**src/rtl/acc_cpu_core_if.sv**
```systemverilog
// Memory bus between the accumulator core (master) and its synchronous
// single-port memory (slave). Read data arrives one edge after the address.
interface acc_cpu_core_if #(
  parameter int DW = 8,
  parameter int AW = 4
);
  logic [AW-1:0] mem_addr;
  logic [DW-1:0] mem_wdata;
  logic          mem_we;
  logic [DW-1:0] mem_rdata;

  modport master (
    output mem_addr,
    output mem_wdata,
    output mem_we,
    input  mem_rdata
  );

  modport slave (
    input  mem_addr,
    input  mem_wdata,
    input  mem_we,
    output mem_rdata
  );
endinterface

```
**src/rtl/acc_cpu_core.sv**
```systemverilog
// Multi-cycle accumulator CPU: fetch, decode, optional indirect, execute,
// sequenced by a state counter and driving a one-cycle-latency memory.
module acc_cpu_core #(
  parameter int DW = 8,
  parameter int AW = 4
) (
  input  logic          CLK,
  input  logic          RST,
  input  logic          run,
  acc_cpu_core_if.master bus,
  output logic [DW-1:0] ac,
  output logic          e_flag,
  output logic          zero,
  output logic [AW-1:0] pc,
  output logic [3:0]    sc,
  output logic          halted
);

  if (DW < AW + 4) begin : g_bad_param
    $error("acc_cpu_core: DW must be at least AW+4");
  end

  localparam logic [2:0] OP_ADD = 3'b000;
  localparam logic [2:0] OP_SUB = 3'b001;
  localparam logic [2:0] OP_XOR = 3'b010;
  localparam logic [2:0] OP_SHL = 3'b011;
  localparam logic [2:0] OP_LDA = 3'b100;
  localparam logic [2:0] OP_STA = 3'b101;
  localparam logic [2:0] OP_CMA = 3'b110;
  localparam logic [2:0] OP_HLT = 3'b111;

  typedef enum logic [3:0] {
    F0   = 4'd0,
    F1   = 4'd1,
    F2   = 4'd2,
    DEC  = 4'd3,
    IND0 = 4'd4,
    IND1 = 4'd5,
    EX0  = 4'd6,
    EX1  = 4'd7,
    EX2  = 4'd8,
    HALT = 4'd15
  } state_t;

  state_t        state, state_nxt;
  logic [AW-1:0] ar, ar_nxt;
  logic [AW-1:0] pc_nxt;
  logic [DW-1:0] ir, ir_nxt;
  logic [DW-1:0] dr, dr_nxt;
  logic [DW-1:0] ac_nxt;
  logic          e_nxt;

  logic          ind;
  logic [2:0]    op;
  logic [AW-1:0] addr;
  logic          is_mref;

  // Result is {E, AC}; ops that leave E alone pass the old carry through.
  function automatic logic [DW:0] alu(input logic [2:0]    f,
                                      input logic [DW-1:0] a,
                                      input logic [DW-1:0] b,
                                      input logic          c);
    logic [DW:0] r;
    case (f)
      OP_ADD:  r = {1'b0, a} + {1'b0, b};
      OP_SUB:  r = {1'b0, a} - {1'b0, b};
      OP_XOR:  r = {c, a ^ b};
      OP_SHL:  r = {1'b0, a} + {1'b0, a};
      OP_LDA:  r = {c, b};
      OP_CMA:  r = {c, ~a};
      default: r = {c, a};
    endcase
    return r;
  endfunction

  assign ind     = ir[DW-1];
  assign op      = ir[DW-2:DW-4];
  assign addr    = ir[AW-1:0];
  assign is_mref = (op == OP_ADD) || (op == OP_SUB) || (op == OP_XOR) ||
                   (op == OP_LDA) || (op == OP_STA);

  assign bus.mem_addr  = ar;
  assign bus.mem_wdata = ac;
  assign bus.mem_we    = (state == EX0) && (op == OP_STA);

  assign sc     = state;
  assign halted = (state == HALT);
  assign zero   = (ac == '0);

  always_comb begin
    state_nxt = state;
    ar_nxt    = ar;
    pc_nxt    = pc;
    ir_nxt    = ir;
    dr_nxt    = dr;
    ac_nxt    = ac;
    e_nxt     = e_flag;
    case (state)
      F0: begin
        if (run) begin
          ar_nxt    = pc;
          state_nxt = F1;
        end
      end
      F1: state_nxt = F2;
      F2: begin
        ir_nxt    = bus.mem_rdata;
        pc_nxt    = pc + 1'b1;
        state_nxt = DEC;
      end
      DEC: begin
        if (is_mref) begin
          ar_nxt    = addr;
          state_nxt = ind ? IND0 : EX0;
        end else if (op == OP_HLT) begin
          state_nxt = HALT;
        end else begin
          // SHL and CMA need no operand, so they retire straight from decode.
          {e_nxt, ac_nxt} = alu(op, ac, dr, e_flag);
          state_nxt       = F0;
        end
      end
      IND0: state_nxt = IND1;
      IND1: begin
        ar_nxt    = bus.mem_rdata[AW-1:0];
        state_nxt = EX0;
      end
      EX0: state_nxt = (op == OP_STA) ? F0 : EX1;
      EX1: begin
        dr_nxt    = bus.mem_rdata;
        state_nxt = EX2;
      end
      EX2: begin
        {e_nxt, ac_nxt} = alu(op, ac, dr, e_flag);
        state_nxt       = F0;
      end
      HALT:    state_nxt = HALT;
      default: state_nxt = F0;
    endcase
  end

  always_ff @(posedge CLK or posedge RST) begin
    if (RST) begin
      state  <= F0;
      ar     <= '0;
      pc     <= '0;
      ir     <= '0;
      dr     <= '0;
      ac     <= '0;
      e_flag <= 1'b0;
    end else begin
      state  <= state_nxt;
      ar     <= ar_nxt;
      pc     <= pc_nxt;
      ir     <= ir_nxt;
      dr     <= dr_nxt;
      ac     <= ac_nxt;
      e_flag <= e_nxt;
    end
  end

endmodule
```
**src/flat_wrapper.sv**
```systemverilog
// flat-port wrapper written by rule: the top's interface ports become plain ports
module acc_cpu_core_flat 
#(
  parameter int DW = 8,
  parameter int AW = 4
)
  (CLK, RST, run, ac, e_flag, zero, pc, sc, halted, bus_mem_addr, bus_mem_wdata, bus_mem_we, bus_mem_rdata);
  acc_cpu_core_if #(.DW(DW), .AW(AW)) bus_i ();
  input  logic CLK;
  input  logic RST;
  input  logic run;
  output logic [DW-1:0] ac;
  output logic e_flag;
  output logic zero;
  output logic [AW-1:0] pc;
  output logic [3:0] sc;
  output logic halted;
  output wire logic [$bits(bus_i.mem_addr)-1:0] bus_mem_addr;
  output wire logic [$bits(bus_i.mem_wdata)-1:0] bus_mem_wdata;
  output wire logic [$bits(bus_i.mem_we)-1:0] bus_mem_we;
  input wire logic [$bits(bus_i.mem_rdata)-1:0] bus_mem_rdata;
  assign bus_mem_addr = bus_i.mem_addr;
  assign bus_mem_wdata = bus_i.mem_wdata;
  assign bus_mem_we = bus_i.mem_we;
  assign bus_i.mem_rdata = bus_mem_rdata;
  acc_cpu_core #(.DW(DW), .AW(AW)) u_core (.CLK(CLK), .RST(RST), .run(run), .bus(bus_i), .ac(ac), .e_flag(e_flag), .zero(zero), .pc(pc), .sc(sc), .halted(halted));
endmodule
```
**config.mk**
```make
export PLATFORM = sky130hd
export DESIGN_NAME = acc_cpu_core_flat
export DESIGN_NICKNAME = d
export VERILOG_FILES = /design/src/rtl/acc_cpu_core_if.sv /design/src/rtl/acc_cpu_core.sv /design/src/flat_wrapper.sv
export SDC_FILE = /design/constraint.sdc
export NUM_CORES = 1
export LEC_CHECK = 0
export BUFFER_PORTS_ARGS = -buffer_cell sky130_fd_sc_hd__buf_2
export CAP_MARGIN = 20
export CORE_ASPECT_RATIO = 0.8
export CORE_UTILIZATION = 57
export CTS_CLUSTER_DIAMETER = 80
export CTS_CLUSTER_SIZE = 16
export DETAILED_ROUTE_END_ITERATION = 6
export PLACE_DENSITY_LB_ADDON = 0.1
export RECOVER_POWER = 25
export SETUP_SLACK_MARGIN = 0.15
export SLEW_MARGIN = 20
export SYNTH_ARGS = -nofsm -noshare
export SYNTH_HDL_FRONTEND = slang
export SYNTH_SLANG_ARGS = --single-unit
```
**constraint.sdc**
```tcl
create_clock -name CLK -period 3.6 [get_ports CLK]
set_input_delay 0.72 -clock CLK [delete_from_list [all_inputs] [get_ports CLK]]
set_output_delay 0.72 -clock CLK [all_outputs]
set_load 0.005 [all_outputs]
```
* Word-level counts from Yosys, hierarchy flattened
Index checks and enable logic that the tools add are counted.
** Storage, ports and cells
- Bits in registers :: 37
- Bits of input ports :: 11
** Operators by class
- $add $sub $neg :: 4
- Eq/ne operators :: 20
- Muxes and demuxes :: 16
- Bitwise logic cells :: 2
- Reduce and logical (&&, ||, !) cells :: 12
** Operators with widths (number)
- $pmux W9 S6 :: 1
- $pmux W4 S9 :: 1
- $mux W4 :: 5
- $add A8 B8 Y9 :: 2
- $eq A4 B3 Y1 const B :: 4
- $mux W8 :: 2
- $pmux W8 S2 :: 1
- $eq A3 B3 Y1 const B :: 4
- $pmux W4 S3 :: 1
- $sub A8 B8 Y9 :: 1
- $eq A4 B2 Y1 const B :: 2
- $eq A4 B4 Y1 const B :: 2
- $logic_not A8 Y1 :: 1
- $not A8 Y8 :: 1
- $xor A8 B8 Y8 :: 1
- $eq A3 B2 Y1 const B :: 2
- $ne A2 B2 Y1 const B :: 3
- $reduce_and A3 Y1 :: 2
- $add A4 B1 Y4 const B :: 1
- $eq A4 B1 Y1 const B :: 1
- $logic_not A4 Y1 :: 1
- $logic_or A1 B1 Y1 :: 4
- $eq A3 B1 Y1 const B :: 1
- $logic_not A3 Y1 :: 1
- 8 further kinds :: 9

* Logic depth before layout (Yosys ltp)
- Depth after elaboration :: 7
- Gate-level depth with buffers :: 13
- Mapped depth without buffers :: 13

* Least setup slack after synthesis
OpenSTA, ideal clock, no wires.
- Path kind :: reg2reg
- Start :: reg u_core.dr[0]
- End :: reg u_core.e_flag
- Library setup time :: 0.125 ns
- Arrival :: 2.664 ns
- Required time :: 3.475 ns
- Slack :: 0.811 ns
- Stages on the path, launching flop included :: 13
- Period minus slack after synthesis :: 2.789 ns
- Path through :: dfrtp_1 > or3_1 > or3_1 > nor2_1 > nor2_1 > o22a_1 > ha_1 > clkbuf_1 > a21oi_1 > o21ai_0 > a21oi_1 > xnor2_1 > mux2_4
** Between the ends
- Longest elaborated chain between the ends :: 5
- Elaborated cells between the ends (all ways) :: 6
** RTL lines
- start: declaration :: RTL line acc_cpu_core.sv:49 : logic [DW-1:0] dr, dr_nxt;
- start signal: assignment :: RTL line acc_cpu_core.sv:156 : dr <= dr_nxt;
- $sub A8 B8 Y9 or $add A8 B8 Y9 (tied branches) :: RTL line acc_cpu_core.sv:66, acc_cpu_core.sv:65
- $pmux W9 S6 (*) :: RTL line acc_cpu_core.sv:64 : case (f)
- $mux W1 :: RTL line acc_cpu_core.sv:115 : end else if (op == OP_HLT) begin
- $mux W1 :: RTL line acc_cpu_core.sv:112 : if (is_mref) begin
- $pmux W1 S2 (*) :: RTL line acc_cpu_core.sv:98 : case (state)
- end signal: assignment :: RTL line acc_cpu_core.sv:158 : e_flag <= e_nxt;
- end: declaration :: RTL line acc_cpu_core.sv:12 : output logic e_flag,
Mark *: on every way between the ends. The rest lies on a longest branch, timed or not. The select of a mux whose other input is x is not followed.
A chain may end at the register's enable or synchronous reset.

* Final worst setup path
Same ends and word-level chain as after synthesis.

==> results.md <==
* PwrDens at 1110 nW/µm²
* Reg-to-Reg End: u_core.e_flag
* Clk buf depth at 2
* Post_cts resized at 0
* Synthesized cell area at about 2800 µm²
* Via count at 2502
* Worst-Skew Late Latency at about 0.30 ns
* RSZ-0062 raised after global routing: no
* Setup Fix Bufs, Post-CTS at 0
* Post-Syn Nets at 353
* WL per Instance at 15.4 µm
* Worst Path Required at approximately 3.8 ns
* Nets@finish at 380
* Start point of the critical path: u_core.dr[0]
* Post-route setup TNS at 0 ns
* Post-route DRC at 0
* Largest net degree at the start of global routing at 38
* First-pass GRT wire length at roughly 11 mm
* Via/cell ratio at 5.97
* Vias in the first global route at approximately 2300
* F_max at 327 MHz
* Hold_ws at 0.511 ns
* Max-slew headroom at the worst pin at -33.1%
* Setup CP Type: reg -> reg
* Metal2 WL at approximately 2.8 mm
* Warnings, synthesis at 0
* Startpoint Class: flop
* Syn-to-layout area delta at 11.2%
* FF+latch count, synth at 37
* Pre-CTS setup slack at around 0.6 ns
* Synth cell types at 53
* Fin worst setup slack at between 0.5 and 0.6 ns
* Final Skew at 0.00470 ns
* DIE AREA at around 5200 µm²
* Worst-margin pin slew at 2.00 ns
* Number of max-cap violations at 1
* Clock transition at path regs at 0.08 ns
* Total gr overflow at 0
* Pleak at 1.35 nW
* Crit path max fanout at 8
* Outcome: finished, violations left
* Hold WC Path Type: reg -> reg
* Core ar. at 4620 µm²
* Multi-input logic area at between 1500 and 2000 µm²
* Routed wl met3 at about 420 µm
* Placer congestion estimate at 0.918
* Critical path destination: u_core.e_flag
* Num CTS Buffers at 5
* Final period util at a little over four fifths
* Total GRT Usage at 27.9%
* Routed metal-1 wirelength at 3.15 mm
* CTS tree: yes
* Minimum clock period at 3.06 ns
* Top_reg_cell synth: dfrtp_1
* H-tree levels at 2
* Layout cells sized above 1 at 22.6%
* FP Rows at 22
* Top Ports at 43
* Mapped Cells at 331
* Sequential share of the synthesized area at 33.3%
* Post-synth EDFFs at 0
* Post-route ant nets at 0
* Antenna Cells at 0
* Fraction of registers with async set/reset at 100%
* Final number of setup-violating endpoints at 0
* DRT iter0 DRCs at 195
* Pre-Repair DR Iteration Count at 4
* Worst setup EP type: flop
* Total Power at 0.00344 W
* Mean post-synth cell area at 8.39 µm²
* Die width at 80.0 µm
* Worst vdd ir at 0.000566 V
* Hold-fix buffers, CTS at 0
* Sequential cell area at 926 µm²
* Failing checks: capacitance limit, slew limit
* Number of port buffers at 42
* Slew Limit Fails at 38
* R2R Setup Slk at 0.54 ns
* Final hold violations at 0
* DR top layer: met4
* Clk sinks at 37
* Initial antenna violation count at 0
* Worst reg2reg path startpoint: u_core.dr[0]
* Fillers at 400
* DP HPWL at around 4.7 mm
* Effective utilization at floorplan at 60.0%
* FF-to-FF path depth at 11
* CTS Root Cell: clkbuf_8
* Worst Path Arrival at around 3.2 ns
* Die Ht at approximately 64 µm
* Routed WL at between 6 and 7 mm
==> report_power, final <==
| part | switching [W] | total, W | internal (W) | leakage, nW |
|---|---|---|---|---|
| Sequential | 0.000371 | 0.000991 | 0.000620 | 0.447 |
| Clock | 0.000167 | 0.000446 | 0.000279 | 0.0687 |
| Combinational | 0.00104 | 0.00200 | 0.000959 | 0.835 |
| Total | 0.00158 | 0.00344 | 0.00186 | 1.35 |
==> synth_stat cells, types with 3 or more instances <==
master | instances | share of area (%)
nand3_1 | 4 | 0.72
nand2_1 | 20 | 2.7
xnor2_1 | 5 | 1.6
a31oi_1 | 8 | 1.8
dfrtp_1 | 37 | 33
inv_1 | 12 | 1.6
mux2_2 | 19 | 7.7
xor2_1 | 3 | 0.95
clkbuf_1 | 13 | 1.8
mux2i_1 | 3 | 1.1
buf_2 | 3 | 0.54
o21ai_0 | 41 | 7.4
nand2b_1 | 10 | 2.3
buf_4 | 9 | 2.4
nor3b_1 | 6 | 1.6
a22oi_1 | 3 | 0.81
o22a_1 | 3 | 0.95
o22ai_1 | 5 | 1.1
nor2_1 | 34 | 4.6
or3_1 | 3 | 0.68
o31ai_1 | 4 | 1.1
ha_1 | 10 | 4.5
a21oi_1 | 23 | 4.1
nor3_1 | 7 | 1.3
nor2b_1 | 13 | 2.9
==> worst min path at each step <==
stage,start,to,cells past startpoint
after floorplan,u_core.ir[7],u_core.ir[7],1
after global routing,u_core.bus.mem_addr[1],u_core.bus.mem_addr[1],1
final,u_core.bus.mem_addr[1],u_core.bus.mem_addr[1],1
after global placement,u_core.bus.mem_addr[1],u_core.bus.mem_addr[1],1
after detailed placement,u_core.bus.mem_addr[1],u_core.bus.mem_addr[1],1
after CTS,u_core.bus.mem_addr[1],u_core.bus.mem_addr[1],1
==> cell families after synthesis <==
kind of cell    synth area share, %
xor+xnor                       2.52
compound gates                 22.3
simple gates                   20.4
mux                            9.33
fa+ha+maj                      5.23
flops                          33.3
buf+inv                        6.89
==> cell type report <==
class | count | share of cell area, %
Timing Repair Buffer | 47 | 7.90
Tap cell | 60 | 2.43
Clock buffer | 5 | 2.23
Inverter | 12 | 1.46
Clock inverter | 3 | 2.23
Multi-Input combinational cell | 255 | 53.7
Sequential cell | 37 | 30.0
==> cell usage in the layout, fill, tap and decap left out, types with 6 or more instances in the layout <==
| master | instances |
|---|---|
| a21oi_1 | 23 |
| a31oi_1 | 8 |
| buf_2 | 42 |
| dfrtp_1 | 37 |
| ha_1 | 10 |
| inv_1 | 12 |
| mux2_2 | 19 |
| nand2_1 | 20 |
| nand2b_1 | 10 |
| nor2_1 | 34 |
| nor2b_1 | 13 |
| nor3_1 | 7 |
| nor3b_1 | 6 |
| o21ai_0 | 40 |
==> sequential cells by signal (all words and copies together), names as in the netlist <==
signal	count
u_core.ac	8
u_core.bus.mem_addr	4
u_core.dr	8
u_core.e_flag	1
u_core.ir	8
u_core.pc	4
u_core.sc	4
==> stage by stage <==
stage / area [µm²] / utilization, % / std cells
floorplan: 2780 / - / 331
global placement: 2950 / 63.9 / 411
detailed placement: 2950 / 63.9 / 411
CTS: 3090 / 66.8 / 419
global route: 3090 / 66.7 / 419
finish: 3090 / 66.7 / 419
==> per-layer routing <==
metal | GRT usage (%) | vias to the layer above
li1 | - | 1237
met1 | 42.5 | 1186
met2 | 39.6 | 72
met3 | 4.79 | 7
met4 | 9.60 | 0
met5 | 0 | -
==> worst max-delay path, cell delays in order (launching register included) <==
cell	delay, ns
dfrtp_1	0.43
or3_1	0.43
or3_1	0.37
nor2_1	0.10
nor2_1	0.04
o22a_1	0.18
ha_1	0.37
a21oi_1	0.33
o21ai_0	0.15
a21oi_1	0.17
xnor2_1	0.10
mux2_4	0.27
Note: power is estimated with default switching activity, not from simulation.
